**src/rtl/uart_pkg.sv**
```systemverilog
// Shared UART constants and the receiver state encoding.
package uart_pkg;

  localparam int UART_DATA_W     = 8;
  localparam int UART_FIFO_DEPTH = 16;

  typedef enum logic [2:0] {
    ST_IDLE,
    ST_START,
    ST_DATA,
    ST_STOP
  } state_t;

endpackage

```
**src/rtl/uart_fifo_mem.sv**
```systemverilog
// Byte storage for the receive FIFO: synchronous write port, asynchronous read port.
module uart_fifo_mem
  import uart_pkg::*;
#(
  parameter  int DEPTH  = UART_FIFO_DEPTH,
  parameter  int DATA_W = UART_DATA_W,
  localparam int ADDR_W = $clog2(DEPTH)
) (
  input  logic              clk,
  input  logic              we,
  input  logic [ADDR_W-1:0] waddr,
  input  logic [DATA_W-1:0] wdata,
  input  logic [ADDR_W-1:0] raddr,
  output logic [DATA_W-1:0] rdata
);

  logic [DATA_W-1:0] mem [DEPTH];

  always_ff @(posedge clk) begin
    if (we) begin
      mem[waddr] <= wdata;
    end
  end

  assign rdata = mem[raddr];

endmodule

```
**src/rtl/uart_rx_fifo.sv**
```systemverilog
// First-word-fall-through receive FIFO with sticky overflow flag.
// Define UART_RX_FIFO_STATS_EN to add the saturating drop_count output.
module uart_rx_fifo
  import uart_pkg::*;
#(
  parameter  int DEPTH  = UART_FIFO_DEPTH,
  parameter  int DATA_W = UART_DATA_W,
  localparam int ADDR_W = $clog2(DEPTH)
) (
  input  logic              clk,
  input  logic              reset,
  input  logic [DATA_W-1:0] in_data,
  input  logic              in_valid,
  output logic [DATA_W-1:0] out_data,
  output logic              out_valid,
  input  logic              out_ready,
  output logic [ADDR_W:0]   count,
  output logic              full,
  output logic              empty,
  output logic              overflow,
  input  logic              clear_overflow
`ifdef UART_RX_FIFO_STATS_EN
  ,
  output logic [15:0]       drop_count
`endif
);

  logic [ADDR_W:0]   wr_ptr;
  logic [ADDR_W:0]   rd_ptr;
  logic [DATA_W-1:0] rd_data;
  logic              do_pop;
  logic              do_wr;
  logic              drop;

  // Flags come only from registered pointers; in_valid never reaches them.
  assign empty     = (wr_ptr == rd_ptr);
  assign full      = (wr_ptr[ADDR_W] != rd_ptr[ADDR_W]) &&
                     (wr_ptr[ADDR_W-1:0] == rd_ptr[ADDR_W-1:0]);
  assign out_valid = !empty;
  assign out_data  = empty ? '0 : rd_data;

  assign do_pop = out_valid && out_ready;
  assign do_wr  = in_valid && (!full || do_pop);
  assign drop   = in_valid && full && !do_pop;

  uart_fifo_mem #(
    .DEPTH  (DEPTH),
    .DATA_W (DATA_W)
  ) u_mem (
    .clk   (clk),
    .we    (do_wr),
    .waddr (wr_ptr[ADDR_W-1:0]),
    .wdata (in_data),
    .raddr (rd_ptr[ADDR_W-1:0]),
    .rdata (rd_data)
  );

  always_ff @(posedge clk) begin
    if (reset) begin
      wr_ptr   <= '0;
      rd_ptr   <= '0;
      count    <= '0;
      overflow <= 1'b0;
    end else begin
      if (do_wr) begin
        wr_ptr <= wr_ptr + 1'b1;
      end
      if (do_pop) begin
        rd_ptr <= rd_ptr + 1'b1;
      end
      if (do_wr && !do_pop) begin
        count <= count + 1'b1;
      end else if (do_pop && !do_wr) begin
        count <= count - 1'b1;
      end
      // A drop in the same cycle as a clear must leave the flag set.
      if (drop) begin
        overflow <= 1'b1;
      end else if (clear_overflow) begin
        overflow <= 1'b0;
      end
    end
  end

`ifdef UART_RX_FIFO_STATS_EN
  function automatic logic [15:0] sat_inc16(input logic [15:0] v);
    return (v == 16'hFFFF) ? v : v + 16'd1;
  endfunction

  always_ff @(posedge clk) begin
    if (reset) begin
      drop_count <= '0;
    end else if (drop) begin
      drop_count <= clear_overflow ? 16'd1 : sat_inc16(drop_count);
    end else if (clear_overflow) begin
      drop_count <= '0;
    end
  end
`endif

endmodule

```
**config.mk**
```make
export PLATFORM = sky130hd
export DESIGN_NAME = uart_rx_fifo
export DESIGN_NICKNAME = d
export VERILOG_FILES = /design/src/rtl/uart_pkg.sv /design/src/rtl/uart_fifo_mem.sv /design/src/rtl/uart_rx_fifo.sv
export SDC_FILE = /design/constraint.sdc
export NUM_CORES = 1
export LEC_CHECK = 0
export CAP_MARGIN = 0
export CORE_UTILIZATION = 65
export DETAILED_ROUTE_END_ITERATION = 10
export DONT_BUFFER_PORTS = 1
export PLACE_DENSITY = 0.9
export SYNTH_ARGS = -nofsm -noshare
export SYNTH_HDL_FRONTEND = slang
export SYNTH_SLANG_ARGS = --single-unit
```
**constraint.sdc**
```tcl
create_clock -name clk -period 5.2 [get_ports clk]
set_clock_uncertainty 0.1 [all_clocks]
set_input_delay 0.26 -clock clk [delete_from_list [all_inputs] [get_ports clk]]
set_output_delay 0.26 -clock clk [all_outputs]
set_load 0.02 [all_outputs]
```
==> impl_metrics.json, run 1 <==
{
  "cts-resized-gates": 0,
  "root_buffer": "clkbuf_8",
  "cts_buffers": 17,
  "drtAntennaViolNets": 0,
  "path_max_fanout": 18,
  "fp.coreArea_sq_um": 8810,
  "syn-cell-area_sq_um": 5960,
  "nets": 366,
  "grt-ovfl-total": 0,
  "yosysTopAreaCellShare": 0.645,
  "synth_seq_area_share": 0.712,
  "syn_to_final_growth_pct": 13.8,
  "drt-initial-drc-count": 284,
  "yosys_warnings": 0,
  "p_per_area_nw_per_um2": 453,
  "leakagePower_nw": 2.26,
  "cp.required_ns": 4.84,
  "violations": "DRC",
  "tightest_slew_ns": 1.12,
  "ys_seq_elements": 148,
  "ys_types": 40,
  "start_kind": "flop",
  "cts_tree": "built",
  "peakVddDrop_uv": 322,
  "synth_edf_count": 128,
  "reg2reg_from": "wr_ptr[2]",
  "start_util": 0.676,
  "wl_per_cell_microns": 24.9,
  "rows": 34,
  "drv_slew": 0,
  "clk_pin_slew_ns": 0.06,
  "num_antenna_cells": 0,
  "worst_ep_arrival_time_ns": 2.85,
  "totalWireLength_microns": 11600,
  "drv_cap": 0,
  "synth.area.top_cells": "edfxtp_1, mux4_2, dfxtp_1",
  "timing.final.crit_share": 0.616,
  "hold_start": "in_valid",
  "synthCells": 323,
  "synthTopCellsByCount": "edfxtp_1, mux4_2, dfxtp_1",
  "rsz0062_at_grt": "false",
  "drive_gt1_frac": 0.213,
  "status": "finished, violations left",
  "die_w_microns": 97.7,
  "syn_nets": 346,
  "antenna_found_initial": 0,
  "fp.dieArea_sq_um": 9550,
  "dr.pass1.iters": 7,
  "cts_sinks": 148,
  "synth_area_leader_cell": "edfxtp_1",
  "fmax_mhz": 312,
  "first_global_vias": 3241,
  "grt_pass1_wl_microns": 17700,
  "slew_headroom": 0.250,
  "ios": 30,
  "synth-async-reset-ratio": 0,
  "die_height_microns": 97.7,
  "postLayoutCoreUtil": 0.770,
  "dpl.hpwl_microns": 6830,
  "viasPerCell": 6.56,
  "grt_start_max_net_pins": 33,
  "finalWorstSetupSlack_ns": 1.99,
  "tns_ns": 0,
  "grt_usage": 0.265,
  "hold_viol": 0,
  "clockBufferDepth": 2,
  "hp-class": "primary input to flop",
  "place_congestion": 0.862,
  "synth_ff_type": "edfxtp_1",
  "io_buffers": 0,
  "drc": 6,
  "htree_levels": 4,
  "endpoint_kind": "primary output",
  "layout_min_cycle_time_ns": 3.21,
  "vias": 3042,
  "pre_cts_slack_ns": 2.20,
  "syn_avg_cell_area_sq_um": 18.4,
  "setup_violations": 0,
  "clk_latency_ns": 0.52,
  "synth.most_common_cell": "edfxtp_1",
  "critPathKind": "flop to primary output"
}
==> cells by family after synthesis <==
group | count (synthesis) | share of synthesized area
compound gates | 31 | 0.0376
buf+inv | 20 | 0.0170
fa+ha+maj | 10 | 0.0223
xor+xnor | 17 | 0.0263
flops | 148 | 0.712
mux | 37 | 0.130
simple gates | 60 | 0.0548
==> per-layer routing <==
layer  up-vias  track usage  part of all wire
met4         0        0.113             0.024
met5         -            0                 0
met1      1542        0.334              0.38
met3        19       0.0873             0.087
li1       1335            -                 -
met2       146        0.426              0.51
==> power breakdown <==
group / switching, W / internal [W] / leakage (nW)
clock network: 0.000482 / 0.000785 / 0.301
registers: 0.0000754 / 0.00133 / 1.32
logic: 0.000229 / 0.000171 / 0.644
==> final timing paths <==
path	end	slack [ns]	cells after the start
worst max-delay path	out_data[7]	1.99	3
worst min-delay path	u_mem.mem[15][0]	0.03	2
worst max register to register	count[4]	2.14	11
worst min register to register	count[4]	0.49	2
==> sequential cells by signal, indices dropped and copies added, names as in the netlist, named ones only <==
name and cells:
u_mem.mem 128, count 5, rd_ptr 5, wr_ptr 5
overflow 1
==> area by class of cell <==
cell class	count	area, sq um
tap	108	135
timing repair buffer	17	158
clock buffer	17	414
sequential	148	4240
fill	466	2030
multi-input combinational	155	1610
inverter	4	15.0
clock inverter	15	203
==> cells in the final DEF (no fill, tap or decap), types with 5 or more instances in the layout <==
cell type and count:
edfxtp_1 128, ha_1 9, mux4_2 32, buf_4 5
nor3_1 9, and3_1 13, clkbuf_16 16, xor2_1 6
dlygate4sd3_1 12, inv_6 5, nor2_1 19, o22ai_1 16
dfxtp_1 20, xnor2_1 10, a21oi_1 7
==> metrics by stage <==
step	area (sq um)	std cells	hold WS, ns	power [W]
final	6780	464	0.0316	0.00307
after CTS	6780	464	0.0103	0.00309
after floorplan	5960	323	0.259	0.00174
after global routing	6780	464	0.0227	0.00317
after global placement	6040	420	0.232	0.00179
after detailed placement	6040	420	0.233	0.00180
==> timing repair <==
| item | in CTS | in global routing |
|---|---|---|
| hold buffers | 12 | 0 |
| endpoints found under the hold margin | 148 | 0 |
| endpoints found under the setup margin | 0 | 0 |
| setup buffers | 0 | 0 |
==> worst max-delay path: stages, from the launching register on <==
cell     delay [ns]
dfxtp_1        1.06
or2_2          0.40
o22ai_1        0.13
nor3_1         0.73
(Power assumes the default switching activity.)
==> run 2, diff against run 1 <==
--- a/config.mk
+++ b/config.mk
@@ -6,10 +6,10 @@
 export NUM_CORES = 1
 export LEC_CHECK = 0
 export CAP_MARGIN = 0
-export CORE_UTILIZATION = 65
+export CORE_UTILIZATION = 63
 export DETAILED_ROUTE_END_ITERATION = 10
 export DONT_BUFFER_PORTS = 1
-export PLACE_DENSITY = 0.9
+export PLACE_DENSITY = 0.88
 export SYNTH_ARGS = -nofsm -noshare
 export SYNTH_HDL_FRONTEND = slang
 export SYNTH_SLANG_ARGS = --single-unit
==> constraint.sdc (replaced) <==
create_clock -name clk -period 3.3 [get_ports clk]
set_clock_uncertainty 0.1 [all_clocks]
set_input_delay 0.165 -clock clk [delete_from_list [all_inputs] [get_ports clk]]
set_output_delay 0.165 -clock clk [all_outputs]
set_load 0.02 [all_outputs]
==> run 2 against run 1 <==
Largest cell class unchanged. Total power grew 50%. Critical endpoint is now count[4]. Routed wire length grew 0.48%. Worst setup slack got worse by 1.7 ns. The run now ends clean. Critical path depth is 8 higher. Via count is 2.2% higher.
==> impl_metrics.json, run 2 (synthesis results as in run 1) <==
{
  "status": "complete, no violations",
  "final_cell_mix": "edfxtp_1, mux4_2, dfxtp_1",
  "cts_setup_buffers": 0,
  "drc": 0,
  "cp_slowest_stage_delay_ns": 0.51,
  "drt-initial-drc-count": 255,
  "timing.final.crit_share": 0.917,
  "p_per_area_nw_per_um2": 681,
  "first_global_vias": 3220,
  "hold_viol": 0,
  "drv_cap": 0,
  "start_kind": "flop",
  "grt-ovfl-total": 0,
  "cts-resized-gates": 0,
  "tightest_slew_ns": 0.840,
  "viasPerCell": 6.58,
  "cts_tree": "built",
  "fmax_mhz": 330,
  "die_height_microns": 99.2,
  "grt_start_max_net_pins": 33,
  "path_cells": "xnor2_1, nand4_2, o21ai_2, ha_1, inv_1, fa_1, a21o_1, a21oi_1, xnor2_1, or3_1, a21oi_1",
  "clk_latency_ns": 0.53,
  "layout_min_cycle_time_ns": 3.03,
  "critPathKind": "flop to flop",
  "clk_pin_slew_ns": 0.06,
  "totalWireLength_microns": 11600,
  "peakVddDrop_uv": 382,
  "drive_gt1_frac": 0.222,
  "path_max_fanout": 9,
  "critPathBufInv": 1,
  "vias": 3108,
  "cp_slowest_cell": "dfxtp_1",
  "htree_levels": 4,
  "drtAntennaViolNets": 0,
  "io_buffers": 0,
  "grt_usage": 0.261,
  "cts_buffers": 17,
  "place_congestion": 0.929,
  "leakagePower_nw": 2.24,
  "fp.coreArea_sq_um": 9200,
  "layout_commonest_cell": "edfxtp_1",
  "setup_violations": 0,
  "fp.dieArea_sq_um": 9850,
  "clockBufferDepth": 2,
  "die_w_microns": 99.2,
  "hp-class": "primary input to flop",
  "slew_headroom": 0.439,
  "critPathTopFamily": "compound AO/OA/AOI/OAI gates",
  "cp.required_ns": 3.66,
  "nets": 371,
  "dr.pass1.iters": 5,
  "dpl.hpwl_microns": 6870,
  "drv_slew": 0,
  "rows": 35,
  "ios": 30,
  "cts_sinks": 148,
  "wl_per_cell_microns": 24.6,
  "worst_ep_arrival_time_ns": 3.38,
  "grt_pass1_wl_microns": 17900,
  "tns_ns": 0,
  "syn_to_final_growth_pct": 13.2,
  "endpoint_kind": "flop",
  "rsz0062_at_grt": "false",
  "start_util": 0.648,
  "postLayoutCoreUtil": 0.733,
  "num_antenna_cells": 0,
  "root_buffer": "clkbuf_8",
  "regMostFlops": "u_mem.mem",
  "antenna_found_initial": 0,
  "largest_reg_flops": 128
}
run 2: repair_timing:
action                                  in CTS  in global routing
endpoints found under the setup margin       0                  0
endpoints found under the hold margin      148                  0
hold buffers                                13                  0
run 2: power by group:
part           leakage (nW)  internal (W)  switching, W
sequential             1.32       0.00209      0.000104
clock                 0.251      0.000944      0.000795
combinational         0.666      0.000284      0.000375
total                  2.24       0.00332       0.00127
run 2: final timing paths:
| kind | slack [ns] | to | cells after the start | startpoint |
|---|---|---|---|---|
| hold reg to reg | 0.50 | count[4] | 2 | count[4] |
| setup reg to reg | 0.27 | count[4] | 11 | wr_ptr[2] |
| hold / removal | 0.07 | wr_ptr[0] | 4 | in_valid |
| setup / recovery | 0.27 | count[4] | 11 | wr_ptr[2] |
run 2: layout make-up:
| type | instances | area (sq um) |
|---|---|---|
| Tap cell | 111 | 139 |
| Fill cell | 534 | 2450 |
| Multi-Input combinational cell | 155 | 1610 |
| Timing Repair Buffer | 22 | 198 |
| Inverter | 4 | 15.0 |
| Sequential cell | 148 | 4240 |
| Clock buffer | 18 | 418 |
| Clock inverter | 14 | 120 |
run 2: per-stage QoR:
stage                     worst slack (ns)  area (sq um)  total power [W]  std cells  hold WS, ns
after floorplan                      0.511          5960          0.00273        323        0.164
after global placement               0.410          6080          0.00284        427        0.137
after detailed placement             0.310          6080          0.00285        427        0.140
after CTS                            0.270          6750          0.00462        472       0.0543
after global routing                0.0401          6750          0.00474        472       0.0901
final                                0.272          6750          0.00460        472       0.0690
run 2: worst min-delay path: stages:
cell and delay (ns):
a21boi_4 0.12, buf_4 0.18, xnor2_1 0.15, nor2_1 0.04
run 2: layer usage:
| metal | share of wire | up-vias | track usage | wire length (microns) |
|---|---|---|---|---|
| met5 | 0 | - | 0 | 0 |
| met4 | 0.031 | 0 | 0.147 | 358 |
| met3 | 0.063 | 27 | 0.0555 | 731 |
| met2 | 0.52 | 148 | 0.429 | 6080 |
| met1 | 0.38 | 1587 | 0.326 | 4450 |
| li1 | - | 1346 | - | - |
==> run 3, diff against run 2 <==
--- a/config.mk
+++ b/config.mk
@@ -7,8 +7,10 @@
 export LEC_CHECK = 0
 export CAP_MARGIN = 0
 export CORE_UTILIZATION = 63
+export CTS_CLUSTER_SIZE = 28
 export DETAILED_ROUTE_END_ITERATION = 10
 export DONT_BUFFER_PORTS = 1
+export MAX_ROUTING_LAYER = met4
 export PLACE_DENSITY = 0.88
 export SYNTH_ARGS = -nofsm -noshare
 export SYNTH_HDL_FRONTEND = slang
==> constraint.sdc (replaced) <==
create_clock -name clk -period 3.3 [get_ports clk]
set_clock_uncertainty 0.1 [all_clocks]
set_input_delay 0.66 -clock clk [delete_from_list [all_inputs] [get_ports clk]]
set_output_delay 0.66 -clock clk [all_outputs]
set_load 0.02 [all_outputs]
==> run 3 against run 2 <==
Largest power group unchanged. Cell count decreased by 1.1%. Combinational power is 5.0% higher. Global-route usage rose by 0.27 points. Critical path type is now flop to primary output. Sequential share of layout area is 0.63 points higher. Worst setup slack got worse by 0.056 ns. Flip-flop and latch count is the same. Highest routed layer unchanged. Core utilization shrank 0.68 points. Final area shrank 0.93%. Critical endpoint is now out_data[6].
==> impl_metrics.json, run 3 (synthesis results as in run 1) <==
{
  "r2r_cells": 11,
  "leakagePower_nw": 2.23,
  "hold_viol": 0,
  "largest_reg_flops": 128,
  "critPathKind": "flop to primary output",
  "cp_slowest_cell": "mux4_2",
  "reg2reg_slack_ns": 0.22,
  "clk_latency_ns": 0.52,
  "fp.dieArea_sq_um": 9850,
  "totalWireLength_microns": 11600,
  "ios": 30,
  "die_w_microns": 99.2,
  "io_buffers": 0,
  "final_cell_mix": "edfxtp_1, mux4_2, nor2_1",
  "syn_to_final_growth_pct": 12.2,
  "layout_commonest_cell": "edfxtp_1",
  "timing.final.crit_share": 0.934,
  "grt_start_max_net_pins": 19,
  "start_util": 0.648,
  "cts_tree": "built",
  "reg2reg_from": "wr_ptr[0]",
  "dpl.hpwl_microns": 7100,
  "grt_pass1_wl_microns": 17500,
  "vias": 3059,
  "htree_levels": 4,
  "status": "complete, no violations",
  "grt_usage": 0.263,
  "drv_slew": 0,
  "layout_min_cycle_time_ns": 3.08,
  "cp.required_ns": 2.54,
  "cp_slowest_stage_delay_ns": 0.57,
  "drt-initial-drc-count": 192,
  "antenna_found_initial": 0,
  "drv_cap": 0,
  "grt-ovfl-total": 0,
  "rsz0062_at_grt": "false",
  "hp-class": "primary input to flop",
  "worst_ep_arrival_time_ns": 2.32,
  "endpoint": "out_data[6]",
  "finalWorstSetupSlack_ns": 0.217,
  "drive_gt1_frac": 0.253,
  "hold_buffers": 0,
  "viasPerCell": 6.55,
  "r2r-end": "count[4]",
  "drc": 0,
  "rows": 35,
  "finalPower_w": 0.00459,
  "root_buffer": "clkbuf_8",
  "pre_cts_slack_ns": 0.301,
  "endpoint_kind": "primary output",
  "regMostFlops": "u_mem.mem",
  "tns_ns": 0,
  "die_height_microns": 99.2,
  "first_global_vias": 3117,
  "slew_headroom": 0.669,
  "fp.coreArea_sq_um": 9200,
  "setup_violations": 0,
  "nets": 366,
  "start_kind": "flop",
  "p_per_area_nw_per_um2": 686,
  "place_congestion": 0.905,
  "drtAntennaViolNets": 0,
  "wl_per_cell_microns": 24.7,
  "cts_buffers": 17,
  "path_max_fanout": 18,
  "dr.pass1.iters": 5,
  "fmax_mhz": 324,
  "num_antenna_cells": 0,
  "clk_pin_slew_ns": 0.06,
  "peakVddDrop_uv": 548,
  "path_cells": "buf_4, mux4_2, o22ai_1, nor3_1, buf_4",
  "clockBufferDepth": 2,
  "tightest_slew_ns": 0.495,
  "path_common_cell": "buf_4",
  "cts_sinks": 148
}
==> run 3: cell types whose count changed in the layout (fill, tap and decap cells not counted), moves of 2 or more <==
cell	delta
dlygate4sd3_1	-13
dfxtp_1	-2
dfxtp_2	+2
buf_4	+8
==> run 3: how the worst min path moves through the flow <==
stage,depth (start not counted),start,end
after floorplan,2,overflow,overflow
after global routing,1,reset,overflow
after global placement,2,overflow,overflow
final,1,reset,wr_ptr[2]
after detailed placement,2,overflow,overflow
after CTS,1,reset,count[4]
==> run 3: metal layers <==
| layer | global-route usage | part of all wire | vias up |
|---|---|---|---|
| li1 | - | - | 1334 |
| met1 | 0.311 | 0.38 | 1555 |
| met2 | 0.433 | 0.53 | 149 |
| met3 | 0.0647 | 0.070 | 21 |
| met4 | 0.118 | 0.020 | 0 |
| met5 | - | 0 | - |
==> run 3: through the flow <==
step / hold WS [ns] / cells / utilization / area, sq um
floorplan: 0.443 / 323 / - / 5960
global placement: 0.452 / 435 / 0.667 / 6140
detailed placement: 0.470 / 435 / 0.667 / 6140
CTS: 0.0823 / 467 / 0.726 / 6680
global route: 0.0870 / 467 / 0.727 / 6680
finish: 0.0954 / 467 / 0.727 / 6680
==> run 3: layout make-up <==
cell class	instances	area (sq um)
sequential	148	4250
fill	536	2510
multi-input combinational	155	1620
clock buffer	17	414
tap	111	139
timing repair buffer	17	128
clock inverter	15	124
inverter	4	15.0
==> run 3: where the power goes <==
group	internal, W	total (W)	switching [W]
clock	0.000941	0.00172	0.000775
sequential	0.00209	0.00218	0.0000852
combinational	0.000312	0.000692	0.000380
==> run 3: repair_timing <==
item	CTS	global route
setup endpoints to repair	0	8
setup buffers	0	0
resized for setup	0	3
==> run 3: critical path: cells and delay by family, from the launching register on <==
kind / cells / cell delay (ns)
buffers and inverters: 2 / 0.50
AND/OR/NAND/NOR: 1 / 0.10
flip-flops: 1 / 0.31
multiplexers: 1 / 0.57
AO/OA/AOI/OAI: 1 / 0.32
